--- src/rtl/regfile_pkg.sv ---
// Shared types and constants for the register-file writeback arbiter.
package regfile_pkg;

  localparam logic [4:0]  XZR_ADDR  = 5'd31;
  localparam int unsigned WB_DATA_W = 64;

  typedef enum logic [0:0] {
    NORMAL,
    STALL
  } arb_state_t;

  typedef struct packed {
    logic [4:0]           addr;
    logic [WB_DATA_W-1:0] data;
  } wb_req_t;

endpackage

--- src/rtl/wb_fifo.sv ---
// Synchronous FIFO of writeback requests; head is valid whenever count is non-zero.
module wb_fifo
  import regfile_pkg::*;
#(
  parameter int unsigned DEPTH = 2
) (
  input  logic                   clk,
  input  logic                   reset_n,
  input  logic                   push,
  input  wb_req_t                push_req,
  input  logic                   pop,
  output wb_req_t                head,
  output logic [$clog2(DEPTH):0] count
);

  localparam int unsigned PtrW = $clog2(DEPTH);
  localparam int unsigned CntW = PtrW + 1;

  wb_req_t         mem [DEPTH];
  logic [PtrW-1:0] wptr_q, rptr_q;
  logic [CntW-1:0] count_q;
  logic            push_ok, pop_ok;

  assign push_ok = push && (count_q != CntW'(DEPTH));
  assign pop_ok  = pop && (count_q != '0);

  always_ff @(posedge clk or negedge reset_n) begin
    if (!reset_n) begin
      wptr_q  <= '0;
      rptr_q  <= '0;
      count_q <= '0;
    end else begin
      if (push_ok) wptr_q <= wptr_q + 1'b1;
      if (pop_ok)  rptr_q <= rptr_q + 1'b1;
      case ({push_ok, pop_ok})
        2'b10:   count_q <= count_q + 1'b1;
        2'b01:   count_q <= count_q - 1'b1;
        default: count_q <= count_q;
      endcase
    end
  end

  // Storage needs no reset; occupancy gates every read.
  always_ff @(posedge clk) begin
    if (push_ok) mem[wptr_q] <= push_req;
  end

  assign head  = mem[rptr_q];
  assign count = count_q;

endmodule

--- src/rtl/regfile_wb_arbiter.sv ---
// Arbitrates the register-file write port between pipeline writeback (A, priority)
// and a queued side unit (B), with a starvation-triggered pipeline stall.
module regfile_wb_arbiter
  import regfile_pkg::*;
#(
  parameter int unsigned DATA_W       = 64,
  parameter int unsigned FIFO_DEPTH   = 2,
  parameter int unsigned STARVE_LIMIT = 4
) (
  input  logic                        clk,
  input  logic                        reset_n,
  input  logic                        a_wr_en,
  input  logic [4:0]                  a_wr_addr,
  input  logic [DATA_W-1:0]           a_wr_data,
  input  logic                        b_valid,
  output logic                        b_ready,
  input  logic [4:0]                  b_addr,
  input  logic [DATA_W-1:0]           b_data,
  output logic                        stall_req,
  output logic                        rf_wr_en,
  output logic [4:0]                  rf_wr_addr,
  output logic [DATA_W-1:0]           rf_wr_data,
  output logic [$clog2(FIFO_DEPTH):0] b_pending,
  output logic                        proto_err
);

  localparam int unsigned OccW = $clog2(FIFO_DEPTH) + 1;
  localparam int unsigned CntW = $clog2(STARVE_LIMIT + 1);

  arb_state_t      state_q, state_d;
  logic [CntW-1:0] cnt_q, cnt_d;
  logic [OccW-1:0] occ, occ_next;
  wb_req_t         push_req, head;
  logic            push, pop, fifo_empty, a_valid, a_win;
  logic            wr_en_d;
  logic [4:0]      wr_addr_d;
  logic [DATA_W-1:0] wr_data_d;

  assign push          = b_valid && b_ready;
  assign push_req.addr = b_addr;
  assign push_req.data = WB_DATA_W'(b_data);
  assign fifo_empty    = (occ == '0);
  assign a_valid       = a_wr_en && (a_wr_addr != XZR_ADDR);
  assign occ_next      = occ + OccW'(push) - OccW'(pop);

  wb_fifo #(
    .DEPTH (FIFO_DEPTH)
  ) u_fifo (
    .clk      (clk),
    .reset_n  (reset_n),
    .push     (push),
    .push_req (push_req),
    .pop      (pop),
    .head     (head),
    .count    (occ)
  );

  always_comb begin
    state_d   = state_q;
    pop       = 1'b0;
    a_win     = 1'b0;
    wr_en_d   = 1'b0;
    wr_addr_d = rf_wr_addr;
    wr_data_d = rf_wr_data;
    unique case (state_q)
      NORMAL: begin
        if (a_valid) begin
          a_win     = 1'b1;
          wr_en_d   = 1'b1;
          wr_addr_d = a_wr_addr;
          wr_data_d = a_wr_data;
        end else if (!fifo_empty) begin
          pop = 1'b1;
        end
      end
      STALL: begin
        // A is ignored here; a request in this state only flags proto_err.
        pop     = !fifo_empty;
        state_d = NORMAL;
      end
      default: state_d = NORMAL;
    endcase

    // XZR entries are popped but never reach the register file.
    if (pop && (head.addr != XZR_ADDR)) begin
      wr_en_d   = 1'b1;
      wr_addr_d = head.addr;
      wr_data_d = DATA_W'(head.data);
    end

    cnt_d = cnt_q;
    if (pop || fifo_empty) cnt_d = '0;
    else if (a_win)        cnt_d = cnt_q + 1'b1;

    if ((state_q == NORMAL) && (cnt_d == CntW'(STARVE_LIMIT))) state_d = STALL;
  end

  always_ff @(posedge clk or negedge reset_n) begin
    if (!reset_n) begin
      state_q    <= NORMAL;
      cnt_q      <= '0;
      rf_wr_en   <= 1'b0;
      rf_wr_addr <= '0;
      rf_wr_data <= '0;
      stall_req  <= 1'b0;
      b_ready    <= 1'b0;
      proto_err  <= 1'b0;
    end else begin
      state_q    <= state_d;
      cnt_q      <= cnt_d;
      rf_wr_en   <= wr_en_d;
      rf_wr_addr <= wr_addr_d;
      rf_wr_data <= wr_data_d;
      stall_req  <= (state_d == STALL);
      b_ready    <= (occ_next < OccW'(FIFO_DEPTH));
      if (a_wr_en && stall_req) proto_err <= 1'b1;
    end
  end

  assign b_pending = occ;

endmodule

--- config.mk ---
export PLATFORM = sky130hd
export DESIGN_NAME = regfile_wb_arbiter
export DESIGN_NICKNAME = d
export VERILOG_FILES = /design/src/rtl/regfile_pkg.sv /design/src/rtl/wb_fifo.sv /design/src/rtl/regfile_wb_arbiter.sv
export SDC_FILE = /design/constraint.sdc
export NUM_CORES = 1
export LEC_CHECK = 0
export BUFFER_PORTS_ARGS = -buffer_cell sky130_fd_sc_hd__clkbuf_2
export CORE_ASPECT_RATIO = 0.5
export CORE_MARGIN = 2
export CORE_UTILIZATION = 48
export DETAILED_ROUTE_END_ITERATION = 8
export GPL_ROUTABILITY_DRIVEN = 0
export PLACE_DENSITY_LB_ADDON = 0.1
export SLEW_MARGIN = 20
export SYNTH_ARGS = -nofsm -noshare
export SYNTH_HDL_FRONTEND = slang
export SYNTH_SLANG_ARGS = --single-unit
--- constraint.sdc ---
create_clock -name clk -period 4.2 [get_ports clk]
set_clock_uncertainty 0.15 [all_clocks]
set_input_delay 0 -clock clk [delete_from_list [all_inputs] [get_ports clk]]
set_output_delay 0 -clock clk [all_outputs]
set_load 0.02 [all_outputs]
Word-level counts from Yosys, hierarchy flattened

Memories as Yosys holds them, arrays and structs flattened.
Cells that the tools add are included.

Flip-flop bits (word level): 80
Bits in latches: 0
Memory bits (writable): 138
ROM bits: 0
Input bits: 142
Output and inout bits: 75
Logic and storage cells: 59
Memories kept: 1

Memory list:

| memory     | depth | width | rd ports | clocked after memory_dff | wr ports | RTL line      | RTL |
|---|---|---|---|---|---|---|---|
| u_fifo.mem | 2     | 69    | 1        | 0                        | 1        | wb_fifo.sv:19 | `wb_req_t mem [DEPTH];` |

Add/sub/neg operators: 7
Multiply operators: 0
Divide/modulo/power cells: 0
$lt $le $gt $ge: 1
Eq/ne operators: 7
Shifts and indexed selects: 0
Multiplexer cells: 18
Bitwise gates (word level): 1
Reduce and logical (&&, ||, !) cells: 14

Operators with widths:

| cell                                                                     | number |
|---|---|
| 64-bit 2-to-1 mux                                                        | 3 |
| 5-bit 2-to-1 mux                                                         | 3 |
| 5-bit inequality test (second input constant)                            | 2 |
| 1-bit 2-to-1 mux                                                         | 8 |
| 1-bit logical AND                                                        | 7 |
| 3-bit 2-to-1 mux                                                         | 2 |
| 2-bit nonzero test                                                       | 3 |
| 2-bit one-hot mux with 2 select lines                                    | 1 |
| 3-bit by 1-bit adder with 3-bit output (second input constant)           | 1 |
| 3-bit == test (second input constant)                                    | 1 |
| 1-bit adder (second input constant)                                      | 2 |
| 2-bit by 1-bit adder with 2-bit output                                   | 1 |
| 2-bit by 1-bit adder with 2-bit output (second input constant)           | 1 |
| 2-bit by 1-bit == test with 1-bit output (second input constant)         | 1 |
| 2-bit == test (second input constant)                                    | 1 |
| 2-bit logical NOT                                                        | 1 |
| 2-bit less-than comparator (second input constant)                       | 1 |
| 2-bit by 1-bit inequality test with 1-bit output (second input constant) | 1 |
| 2-bit inequality test (second input constant)                            | 1 |
| 1-bit one-hot mux with 2 select lines                                    | 1 |
| 2-bit AND reduction                                                      | 1 |
| 2-bit by 1-bit subtractor with 2-bit output                              | 1 |
| 2-bit by 1-bit subtractor with 2-bit output (second input constant)      | 1 |
| 1-bit logical NOT                                                        | 1 |
| other kinds (2)                                                          | 2 |

Longest topological paths before layout

Depth after elaboration: 9
Gate-level depth with buffers: 8
Depth with buffers taken out: 7

Hierarchy

Synthesis repeated with hierarchy kept, for this count alone.

Cell total of the unflattened synthesis: 755
Area total of the unflattened synthesis: 10363.7 um^2

By module, submodules not included:

| module             | times used | cells an instance | area an instance (um^2) | sequential area each (um^2) |
|---|---|---|---|---|
| wb_fifo            | 1          | 232               | 5522.8                  | 4244.1 |
| regfile_wb_arbiter | 1          | 523               | 4840.9                  | 1901.8 |

Worst setup path before layout

Ideal clock, no wire load.

Kind: reg-to-reg
Start point: register u_fifo.count_q[0] (netlist: u_fifo.count[0])
End point: memory u_fifo.mem[0][0] (netlist name), enable pin
Setup time: 0.496 ns
Arrival time: 3.721 ns
Data required time: 3.554 ns
Path slack: -0.168 ns
Stages on the path, launching flop included: 4
Path buffers: 0
Period minus slack after synthesis: 4.368 ns
Path through: dfrtp_1 -> inv_1 -> a21o_1 -> nor2_1

Longest elaborated chain between the ends: 4

Ends and longest elaborated chain:

| element                                | RTL line      | RTL |
|---|---|---|
| from (decl)                            | wb_fifo.sv:21 | `logic [CntW-1:0] count_q;` |
| from (signal assigned)                 | wb_fifo.sv:36 | `2'b10: count_q <= count_q + 1'b1;` |
| from (signal assigned)                 | wb_fifo.sv:37 | `2'b01: count_q <= count_q - 1'b1;` |
| from (signal assigned)                 | wb_fifo.sv:38 | `default: count_q <= count_q;` |
| 2-bit inequality test                  | wb_fifo.sv:24 | `assign push_ok = push && (count_q != CntW'(DEPTH));` |
| 1-bit logical AND                      | wb_fifo.sv:24 |  |
| 1-bit 2-to-1 mux                       | wb_fifo.sv:45 | `if (push_ok) mem[wptr_q] <= push_req;` |
| 1-bit 2-to-1 mux (not written as such) | wb_fifo.sv:45 |  |
| to (decl)                              | wb_fifo.sv:19 |  |

No other way between the ends.

Worst setup path in the final report

Start point: register state_q
End point: register u_fifo.count_q[1] (netlist: u_fifo.count[1])

Longest elaborated chain between the ends: 5
Elaborated cells between the ends (all ways): 7
Classes of those cells: eq/ne: 2; mux: 2; bitwise: 1; reduce/logical: 2

Ends and longest elaborated chain:

| element                                                                            | RTL line                  | RTL |
|---|---|---|
| from (decl)                                                                        | regfile_wb_arbiter.sv:30  | `arb_state_t state_q, state_d;` |
| from (signal assigned)                                                             | regfile_wb_arbiter.sv:109 | `state_q <= state_d;` |
| 1-bit inverter                                                                     | n/a                       |  |
| 1-bit one-hot mux with 2 select lines (*)                                          | regfile_wb_arbiter.sv:65  | `unique case (state_q)` |
| 1-bit logical AND (*)                                                              | wb_fifo.sv:25             | `assign pop_ok = pop && (count_q != '0);` |
| named net u_fifo.pop_ok                                                            | wb_fifo.sv:22             | `logic push_ok, pop_ok;` |
| 2-bit by 1-bit == test with 1-bit output / 2-bit == test (equally long branches)   | wb_fifo.sv:35             | `case ({push_ok, pop_ok})` |
| 2-bit one-hot mux with 2 select lines / 2-bit nonzero test (equally long branches) | n/a                       |  |

Mark *: on every way through the listed nets, which the timed path passes. The rest lies on a longest branch.
A chain may end at the register's enable or synchronous reset.

==> flow_summary.ini <==
[clocking]
clock_sinks = 218
cts_buffers = 20
cts_root_buffer = clkbuf_16
cts_max_level = 1
clk_path_buf_depth = 3
cts_setup_buffers = 0
insertion_delay_ns = 0.48
cts_tree = done
path_clk_slew_ns = 0.07

[grt]
grt_start_max_net_pins = 106
grt_pass1_wl_mm = 33.02
antenna_found_initial = 0
grt_pass1_vias = 6648
grt_usage_pct = 22.26
overflow = 0

[drt]
routed_wl_mm = 20.72
drt-initial-drc-count = 319
ant_nets = 0
wire_per_inst_um = 16.79
avgViaCountPerCell = 5.190
dr.pass1.iters = 6
drc = 0
vias = 6405

[hold_path]
hold_class = in2reg

[sta]
period_share_pct = 62.07
slew_viol_final = 0
setup_tns_ns = 0
worst_slew_pin_slew_ns = 1.092
setup_ws_ns = 1.593
layout_min_cycle_time_ns = 2.607
fmax_mhz = 383.6
slew_headroom_pct = 27.21
hold_viol_final = 0
rsz0062_at_grt = no
setup_viol = 0

[floorplan]
die_w_um = 192.3
die-area_um2 = 18880
num_io_pins = 217
placement_rows = 34
start_util_pct = 49.04
core_area_um2 = 17360
die_h_um = 98.17

[outcome]
status = finished clean

[power]
leakage_nw = 4.821
p_per_area_nw_per_um2 = 624.1
power_mw = 7.416
worst_ir_drop_vdd_v = 0.0004181

[synth]
synth_enable_flop_cells = 138
synth_seq_cells = 218
ys_types = 30
synth_nets = 786
synth_flop_cell = edfxtp_1
synth-async-reset-ratio_pct = 36.70
syn_area_per_cell_um2 = 13.28
synth_seq_area_share_pct = 72.20
yosys_warnings = 0
syn_inst = 641
syn_area_um2 = 8512

[layout]
multiInputGateArea_um2 = 2195
syn2layout_area_growth_pct = 39.60
final_cells = 1234
area.sequential_um2 = 6150
drive_above_1_share_pct = 26.00
diodes = 0
final_common_cell = clkbuf_2
final_cell_mix = clkbuf_2 (215), dlygate4sd3_1 (142), edfxtp_1 (138), nand2_1 (134), dfrtp_1 (79)
fillers = 1290
nets = 1132
fin_area_um2 = 11880

[worst_setup_path]
crit_path_end_kind = flop
critPathRequiredTime_ns = 4.46
cpPeakStageDelay_ns = 0.71
path_cells = nor2b_2 -> a21boi_4 -> buf_4 -> nor2_1 -> ha_1 -> nor2_1 -> xor2_1
critPathMostFrequentCell = nor2_1
reg2reg_setup_slack_ns = 1.59
arrival_ns = 2.87
start_kind = flop
cpMaxStageDelayCell = buf_4
critPathMaxFanout = 70
worstSetupPathType = reg2reg

[placed_design]
port_buffers = 216
post-dp-hpwl_mm = 11.88
placedCellCount = 1056
dpl_worst_slack_ns = 1.581
dpl_cell_area_um2 = 9824

[run]
maxCapViolCount = 0
==> final cells by class <==
class                      count  area share, %
clock buffer                  32          4.854
clock inverter                 3         0.3369
inverter                       3        0.09477
multi-input combinational    376          18.47
sequential                   218          51.75
tap                          234          2.464
timing repair buffer         368          22.03
==> critical path: cells and delay by family (launching register included) <==
kind | cells | cell delay [ns]
AND/OR/NAND/NOR | 3 | 0.52
flip-flops | 1 | 0.40
AO/OA/AOI/OAI | 1 | 0.23
buffers and inverters | 1 | 0.71
XOR/XNOR | 1 | 0.15
adder cells (fa/ha/maj) | 1 | 0.37
==> per-layer routing <==
layer,up-vias,part of all wire (%),global-route usage [%]
met5,-,0,0
li1,3049,-,-
met2,197,49,38.35
met1,3128,44,29.26
met4,0,1.4,5.344
met3,31,5.2,4.457
==> synthesized netlist by cell type (2+ instances only) <==
| cell | count | share of area [%] |
|---|---|---|
| buf_2 | 17 | 1.0 |
| edfxtp_1 | 138 | 49 |
| xnor2_1 | 5 | 0.51 |
| dfrtp_1 | 80 | 24 |
| a211oi_1 | 64 | 5.6 |
| a221o_1 | 4 | 0.47 |
| nand2_1 | 135 | 6.0 |
| mux2i_1 | 5 | 0.59 |
| xor2_1 | 3 | 0.31 |
| nor2b_1 | 64 | 4.7 |
| ha_1 | 3 | 0.44 |
| clkbuf_1 | 26 | 1.1 |
| a31oi_1 | 65 | 4.8 |
| inv_1 | 3 | 0.13 |
| a21o_1 | 2 | 0.18 |
| nor2_1 | 12 | 0.53 |
| nor3_1 | 2 | 0.12 |
==> final timing paths <==
check,startpoint,endpoint,cells after the start
min in group asynchronous,reset_n,rf_wr_en$_DFF_PN0_,3
worst min register to register,proto_err$_DFFE_PN0P_,proto_err$_DFFE_PN0P_,1
worst max-delay path,state_q$_DFF_PN0_,u_fifo.count[1]$_DFFE_PN0P_,7
max in group asynchronous,reset_n,u_fifo.rptr_q$_DFFE_PN0P_,4
worst max register to register,state_q$_DFF_PN0_,u_fifo.count[1]$_DFFE_PN0P_,7
worst min-delay path,b_data[44],u_fifo.mem[0][44]$_DFFE_PP_,2
==> state kept, by name, indices dropped and copies added, names as in the netlist, 2 cells and up <==
register	flops
u_fifo.mem	138
rf_wr_data	64
rf_wr_addr	5
cnt_q	3
u_fifo.count	2
==> stage by stage <==
stage | hold slack, ns | util (%)
after floorplan | -0.4456 | -
after global placement | -0.04711 | 56.60
after detailed placement | -0.04213 | 56.60
after CTS | 0.06800 | 68.46
after global routing | 0.08323 | 68.46
final | 0.09053 | 68.46
==> kinds of logic (layout without fill, tap and decap cells) <==
logic type	Yosys count	count (layout)	share of synthesized area, %
AND/OR/NAND/NOR	221	221	12.07
flip-flops	218	218	72.20
AO/OA/AOI/OAI	139	139	11.47
buffers and inverters	47	406	2.411
XOR/XNOR	8	8	0.8232
multiplexers	5	5	0.5880
adder cells (fa/ha/maj)	3	3	0.4410
==> where the power goes <==
part / internal [mW] / switching [mW] / total, mW
clock: 1.00 / 0.745 / 1.75
sequential: 2.96 / 0.337 / 3.30
combinational: 0.851 / 1.52 / 2.37
==> repair_timing <==
action / CTS / global route
gates resized for setup: 0 / 0
endpoints found under the hold margin: 260 / 0
hold buffers: 143 / 0
No activity file was read; power rests on OpenSTA's default activity.
